<file path="config.mk">
export PLATFORM = sky130hd
export DESIGN_NAME = a2d_sched
export DESIGN_NICKNAME = d
export VERILOG_FILES = /design/src/rtl/segway_pkg.sv /design/src/rtl/a2d_rr_regs.sv /design/src/rtl/a2d_sched.sv
export SDC_FILE = /design/constraint.sdc
export NUM_CORES = 1
export LEC_CHECK = 0
export CELL_PAD_IN_SITES_DETAIL_PLACEMENT = 1
export CELL_PAD_IN_SITES_GLOBAL_PLACEMENT = 1
export CORE_UTILIZATION = 35
export DETAILED_ROUTE_END_ITERATION = 16
export PLACE_DENSITY_LB_ADDON = 0.3
export SKIP_LAST_GASP = 1
export SYNTH_ARGS = -nofsm -noshare
export SYNTH_HDL_FRONTEND = slang
export SYNTH_SLANG_ARGS = --single-unit
export TNS_END_PERCENT = 1
</file>
<file path="constraint.sdc">
create_clock -name clk -period 2.41 [get_ports clk]
set_clock_uncertainty 0.2 [all_clocks]
set_input_delay 0.3615 -clock clk [delete_from_list [all_inputs] [get_ports clk]]
set_output_delay 0.3615 -clock clk [all_outputs]
set_load 0.03 [all_outputs]
</file>
<file path="src/rtl/segway_pkg.sv">
// Shared types and default channel map for the A2D conversion scheduler.
// Latency: n/a (types, constants and a pure function only).
// Backpressure: n/a.
package segway_pkg;

    typedef enum logic [2:0] {
        IDLE,
        CMD,
        WAIT_CMD,
        GAP,
        READ,
        WAIT_RD
    } a2d_state_t;

    typedef logic [11:0] a2d_val_t;

    localparam logic [2:0] A2D_CH_LFT   = 3'd0;
    localparam logic [2:0] A2D_CH_RGHT  = 3'd4;
    localparam logic [2:0] A2D_CH_STEER = 3'd5;
    localparam logic [2:0] A2D_CH_BATT  = 3'd6;

    // Command word for a conversion of the given A2D channel.
    function automatic logic [15:0] a2d_cmd(input logic [2:0] chnl);
        return {2'b00, chnl, 11'h000};
    endfunction

endpackage

</file>
<file path="src/rtl/a2d_rr_regs.sv">
// Round-robin channel index, channel number decode and the four result registers.
// Latency: a write lands on the edge where wr_en is sampled; rr advances on that same edge.
// Backpressure: none; wr_en is accepted unconditionally.
module a2d_rr_regs
    import segway_pkg::*;
#(
    parameter logic [2:0] CH_LFT   = A2D_CH_LFT,
    parameter logic [2:0] CH_RGHT  = A2D_CH_RGHT,
    parameter logic [2:0] CH_STEER = A2D_CH_STEER,
    parameter logic [2:0] CH_BATT  = A2D_CH_BATT
) (
    input  logic        clk,
    input  logic        rst_n,
    input  logic        wr_en,
    input  logic [11:0] wr_dat,
    output logic [1:0]  rr,
    output logic [2:0]  chnl,
    output logic [11:0] lft_ld,
    output logic [11:0] rght_ld,
    output logic [11:0] steer_pot,
    output logic [11:0] batt
);

    // Map the round-robin slot onto the physical A2D channel number.
    always_comb begin
        chnl = CH_LFT;
        case (rr)
            2'd0:    chnl = CH_LFT;
            2'd1:    chnl = CH_RGHT;
            2'd2:    chnl = CH_STEER;
            default: chnl = CH_BATT;
        endcase
    end

    // Slot advances only once a result has been stored, wrapping 3 -> 0.
    always_ff @(posedge clk or negedge rst_n) begin
        if (!rst_n)
            rr <= 2'd0;
        else if (wr_en)
            rr <= rr + 2'd1;
    end

    // Store the new result into the register owned by the current slot.
    always_ff @(posedge clk or negedge rst_n) begin
        if (!rst_n) begin
            lft_ld    <= '0;
            rght_ld   <= '0;
            steer_pot <= '0;
            batt      <= '0;
        end else if (wr_en) begin
            case (rr)
                2'd0:    lft_ld    <= a2d_val_t'(wr_dat);
                2'd1:    rght_ld   <= a2d_val_t'(wr_dat);
                2'd2:    steer_pot <= a2d_val_t'(wr_dat);
                default: batt      <= a2d_val_t'(wr_dat);
            endcase
        end
    end

endmodule

</file>
<file path="src/rtl/a2d_sched.sv">
// Round-robin scheduler driving two SPI transactions per conversion (channel select, then read).
// Latency: wrt one cycle after nxt; cnv_cmplt 2T+4 cycles after nxt for a T-cycle SPI transaction.
// Backpressure: none; nxt outside IDLE is dropped, and a missing done stalls the FSM until reset.
module a2d_sched
    import segway_pkg::*;
#(
    parameter logic [2:0] CH_LFT   = A2D_CH_LFT,
    parameter logic [2:0] CH_RGHT  = A2D_CH_RGHT,
    parameter logic [2:0] CH_STEER = A2D_CH_STEER,
    parameter logic [2:0] CH_BATT  = A2D_CH_BATT
) (
    input  logic        clk,
    input  logic        rst_n,
    input  logic        nxt,
    output logic        wrt,
    output logic [15:0] cmd,
    input  logic        done,
    input  logic [15:0] resp,
    output logic [11:0] lft_ld,
    output logic [11:0] rght_ld,
    output logic [11:0] steer_pot,
    output logic [11:0] batt,
    output logic        cnv_cmplt,
    output logic        sweep_done
);

    a2d_state_t  state;
    logic [1:0]  rr;
    logic [2:0]  chnl;
    logic        res_wr;

    // Only 12 result bits exist; the converter's upper nibble carries nothing useful.
    logic        unused_resp_hi;
    assign unused_resp_hi = ^resp[15:12];

    // A result is captured only on the done that closes the read transaction.
    assign res_wr = (state == WAIT_RD) && done;

    a2d_rr_regs #(
        .CH_LFT   (CH_LFT),
        .CH_RGHT  (CH_RGHT),
        .CH_STEER (CH_STEER),
        .CH_BATT  (CH_BATT)
    ) u_regs (
        .clk       (clk),
        .rst_n     (rst_n),
        .wr_en     (res_wr),
        .wr_dat    (resp[11:0]),
        .rr        (rr),
        .chnl      (chnl),
        .lft_ld    (lft_ld),
        .rght_ld   (rght_ld),
        .steer_pot (steer_pot),
        .batt      (batt)
    );

    // Conversion sequencer; wrt/cmd/pulses are registered on state entry.
    always_ff @(posedge clk or negedge rst_n) begin
        if (!rst_n) begin
            state      <= IDLE;
            wrt        <= 1'b0;
            cmd        <= 16'h0000;
            cnv_cmplt  <= 1'b0;
            sweep_done <= 1'b0;
        end else begin
            wrt        <= 1'b0;
            cnv_cmplt  <= 1'b0;
            sweep_done <= 1'b0;
            case (state)
                IDLE: begin
                    if (nxt) begin
                        state <= CMD;
                        wrt   <= 1'b1;
                        cmd   <= a2d_cmd(chnl);
                    end
                end
                CMD: begin
                    state <= WAIT_CMD;
                end
                WAIT_CMD: begin
                    // First transaction only selects the channel; its data is stale.
                    if (done)
                        state <= GAP;
                end
                GAP: begin
                    // Dead cycle lets the SPI master deassert SS_n between frames.
                    state <= READ;
                    wrt   <= 1'b1;
                end
                READ: begin
                    state <= WAIT_RD;
                end
                WAIT_RD: begin
                    if (done) begin
                        state      <= IDLE;
                        cnv_cmplt  <= 1'b1;
                        sweep_done <= (rr == 2'd3);
                    end
                end
                default: begin
                    state <= IDLE;
                end
            endcase
        end
    end

endmodule

</file>
==> summary.md <==
| Metric | Value |
|---|---|
| Initial standard-cell utilization of the core | 37.1% |
| Violation count after the first detailed-route iteration | 31 |
| Maxcap violations | 0 |
| Top-area cell type share of the netlist area | between 50% and 60% |
| Worst min path class | primary input to asynchronous set/reset pin |
| Type of the worst setup path | register to output pin |
| Mapped Cells | around 160 |
| Hold slack | -0.0118 ns |
| Total routing resource utilization after global routing | approximately 15% |
| Global placement routability congestion | just under 0.7 |
| Leakage power of the design | about 1.8 nW |
| GR Layer Usage met2 | 22.4% |
| Ant. Diodes | 0 |
| Vias after detailed routing | between 1000 and 1500 |
| Required time at the endpoint of the critical path | approximately 1.9 ns |
| Chip width | 87.8 um |
| Root Buffer Master | sky130_fd_sc_hd__clkbuf_8 |
| Count of final max-slew check failures | 0 |
| Antenna violations before repair | 0 |
| Highest-utilization routing layer at the global route stage | met2 |
| Pwr/cell area | about 1500 nW/um^2 |
| Worst path cell trace | clkdlybuf4s50_1 |
| Post-cts hold buffer count | 0 |
| Post-Synthesis Mean Instance Area | between 15 and 20 um^2 |
| Final WL | ~5.2 mm |
| Met1 layer usage reported by global route | approximately a fifth |
| Commonest cells after routing, fill and taps aside | sky130_fd_sc_hd__clkdlybuf4s50_1 (68), sky130_fd_sc_hd__dfrtp_1 (59), sky130_fd_sc_hd__mux2_4 (39), sky130_fd_sc_hd__conb_1 (13), sky130_fd_sc_hd__mux2_2 (11) |
| Area of the mapped netlist | roughly 2600 um^2 |
| Number of placement rows | 30 |
| Number of fill cells in the layout | slightly above 700 |
| Final min period | between 1.5 and 2 ns |
| Post-synthesis to final-layout area growth | 35.1% |
| Floorplan die area | ~7700 um^2 |
| Placeable core region | roughly 6900 um^2 |
| Number of sinks driven by the clock tree | 59 |
| Outcome | finished with violations |
| Max Freq | ~0.52 GHz |
| Met3 usage | 3.68% |
| Failing checks | hold timing |
| Source-to-sink clock delay at the later pin of the worst-skew pair | between 0.3 and 0.4 ns |
| Fin nets | between 200 and 300 |
| Worst stage delay on the critical path | around 0.7 ns |
| Part of the Yosys area used for sequential elements | 57.3% |
| Post-detail-place hpwl | about 3.5 mm |
| Number of global-route vias before repair | between 1500 and 2000 |
| Cell type with the largest total area after synthesis | sky130_fd_sc_hd__dfrtp_1 |
| Total number of H-tree levels | 3 |
| Path length in cells of the critical path | 1 |
| RSZ-0062 raised after global routing | false |
| Post-route core utilization | 50.2% |
| Slowest cell on crit path | sky130_fd_sc_hd__clkdlybuf4s50_1 |
| Final Cycle Share | about four fifths |
| Average detailed-routed wire length per instance | ~16 um |
| CTS Buf Count | 9 |
| Largest cells by area after synthesis | sky130_fd_sc_hd__dfrtp_1 (57%), sky130_fd_sc_hd__mux2_4 (23%), sky130_fd_sc_hd__mux2_2 (4.8%) |
| Worst slew margin relative to its limit | about 51% |
| Clock tree from TritonCTS | yes |
| Post-CTS repair timing setup buffer count | 0 |
| Total Neg Setup Slack | 0 ns |
| Worst Path Buf+Inv | 1 |
| Number of I/O pins | between 80 and 90 |
| Worst VDD drop | a little under 500 uV |
| DRC errors left | 0 |
| Fraction of final layout cells with drive strength greater than 1 | between 30 and 40% |
| DIE HEIGHT | ~88 um |
| Pin count of the biggest net entering global routing | 60 |
| Post-CTS clock slew at the launch and capture registers of the worst setup and hold paths | 0.07 ns |
| Area occupied by registers | ~1500 um^2 |
| Count of instances resized after the clock tree is built | 0 |
| Worst Reg-to-Reg Cells | 3 |
| Number of I/O port buffers | 69 |
| Kind of cell adding the most delay to the critical path | buffers and inverters |
| WP data arrival | roughly 1.4 ns |
| Yosys warns | 0 |
| Final number of setup-violating endpoints | 0 |
| Total area of multi-input combinational cells | 975 um^2 |
| Vias per cell | between 4 and 5 |
| Largest fanout on the critical path | 2 |
| Post-synth cell types | 19 |
| Number of iterations in the first detailed-routing pass | 4 |
| Global-route wire length before repair | about 8.5 mm |
| Clk buf depth | 2 |
| Remaining Overflow, GRT | 0 |
| Number of synthesized register bits | 59 |
| Worst Tran Pin Value | ~0.73 ns |
| Critical Path Sink Type | output pin |
| Most common library cell in the layout ignoring fill and taps | sky130_fd_sc_hd__clkdlybuf4s50_1 |
| Endpoints failing hold | 32 |
| Routed Antenna Nets | 0 |
| Critical Path Source Type | register |
stage by stage:
stage | std cells | worst slack [ns] | instance area, um^2 | power (mW)
floorplan | 171 | 0.646 | 2620 | 3.23
global placement | 320 | 0.188 | 3290 | 4.16
detailed placement | 320 | 0.163 | 3290 | 4.21
CTS | 336 | 0.457 | 3480 | 5.12
global route | 336 | 0.418 | 3480 | 5.33
finish | 336 | 0.475 | 3480 | 5.06
Yosys cell counts:
| cell type | count |
|---|---|
| sky130_fd_sc_hd__and4b_1 | 1 |
| sky130_fd_sc_hd__mux2_4 | 39 |
| sky130_fd_sc_hd__ha_1 | 5 |
| sky130_fd_sc_hd__mux2_2 | 11 |
| sky130_fd_sc_hd__a21oi_1 | 2 |
| sky130_fd_sc_hd__buf_4 | 13 |
| sky130_fd_sc_hd__mux2i_1 | 1 |
| sky130_fd_sc_hd__nand2_1 | 3 |
| sky130_fd_sc_hd__xnor2_1 | 2 |
| sky130_fd_sc_hd__nand3b_1 | 2 |
| sky130_fd_sc_hd__o21ai_0 | 2 |
| sky130_fd_sc_hd__buf_6 | 5 |
| sky130_fd_sc_hd__conb_1 | 1 |
| sky130_fd_sc_hd__inv_1 | 5 |
| sky130_fd_sc_hd__nor2_1 | 2 |
| sky130_fd_sc_hd__nand2_4 | 4 |
| sky130_fd_sc_hd__dfrtp_1 | 59 |
| sky130_fd_sc_hd__or3b_2 | 1 |
| sky130_fd_sc_hd__a221oi_1 | 1 |
sequential cells by signal (all words and copies together) (netlist names):
register	count
cnv_cmplt	1
state	3
u_regs.rght_ld	12
cmd	3
u_regs.steer_pot	12
wrt	1
u_regs.lft_ld	12
u_regs.batt	12
sweep_done	1
u_regs.rr	2
cell type report:
| class | instances | area share, % |
|---|---|---|
| Inverter | 5 | 0.539 |
| Sequential cell | 59 | 42.4 |
| Clock inverter | 5 | 1.51 |
| Multi-Input combinational cell | 89 | 28.0 |
| Timing Repair Buffer | 71 | 20.1 |
| Clock buffer | 11 | 4.06 |
| Tap cell | 96 | 3.45 |
power breakdown:
| group | switching [mW] | internal, mW | total [mW] |
|---|---|---|---|
| clock | 0.383 | 0.501 | 0.884 |
| sequential | 0.287 | 1.43 | 1.71 |
| combinational | 1.25 | 1.22 | 2.47 |
| total | 1.92 | 3.14 | 5.06 |
metal layers:
metal | vias to the layer above | share of wire, %
met5 | - | 0
met4 | 0 | 1.5
met3 | 9 | 5.7
met2 | 53 | 45
met1 | 748 | 47
li1 | 666 | -
cells by family (layout without fill, tap and decap cells):
| kind of cell | after synthesis | count (layout) | share of synthesized area, % |
|---|---|---|---|
| DFF | 59 | 59 | 57.3 |
| and+or+nand+nor | 13 | 13 | 3.78 |
| adders and majority gates | 5 | 5 | 2.43 |
| AOI/OAI and AO/OA | 5 | 5 | 1.12 |
| buffers and inverters | 23 | 92 | 6.70 |
| xor gates and xnor gates | 2 | 2 | 0.679 |
| other | 1 | 13 | 0.145 |
| muxes | 51 | 51 | 27.9 |
worst paths after layout:
check                             startpoint             endpoint  slack (ns)
max reg2reg                         state[1]              cmd[11]        0.53
min                                    rst_n  u_regs.steer_pot[6]       -0.01
max in group asynchronous              rst_n             state[0]        1.54
min reg2reg                u_regs.lft_ld[11]    u_regs.lft_ld[11]        0.31
max                        u_regs.rght_ld[3]           rght_ld[3]        0.48
min in group clk           u_regs.lft_ld[11]    u_regs.lft_ld[11]        0.31
No activity file was read; power rests on OpenSTA's default activity.
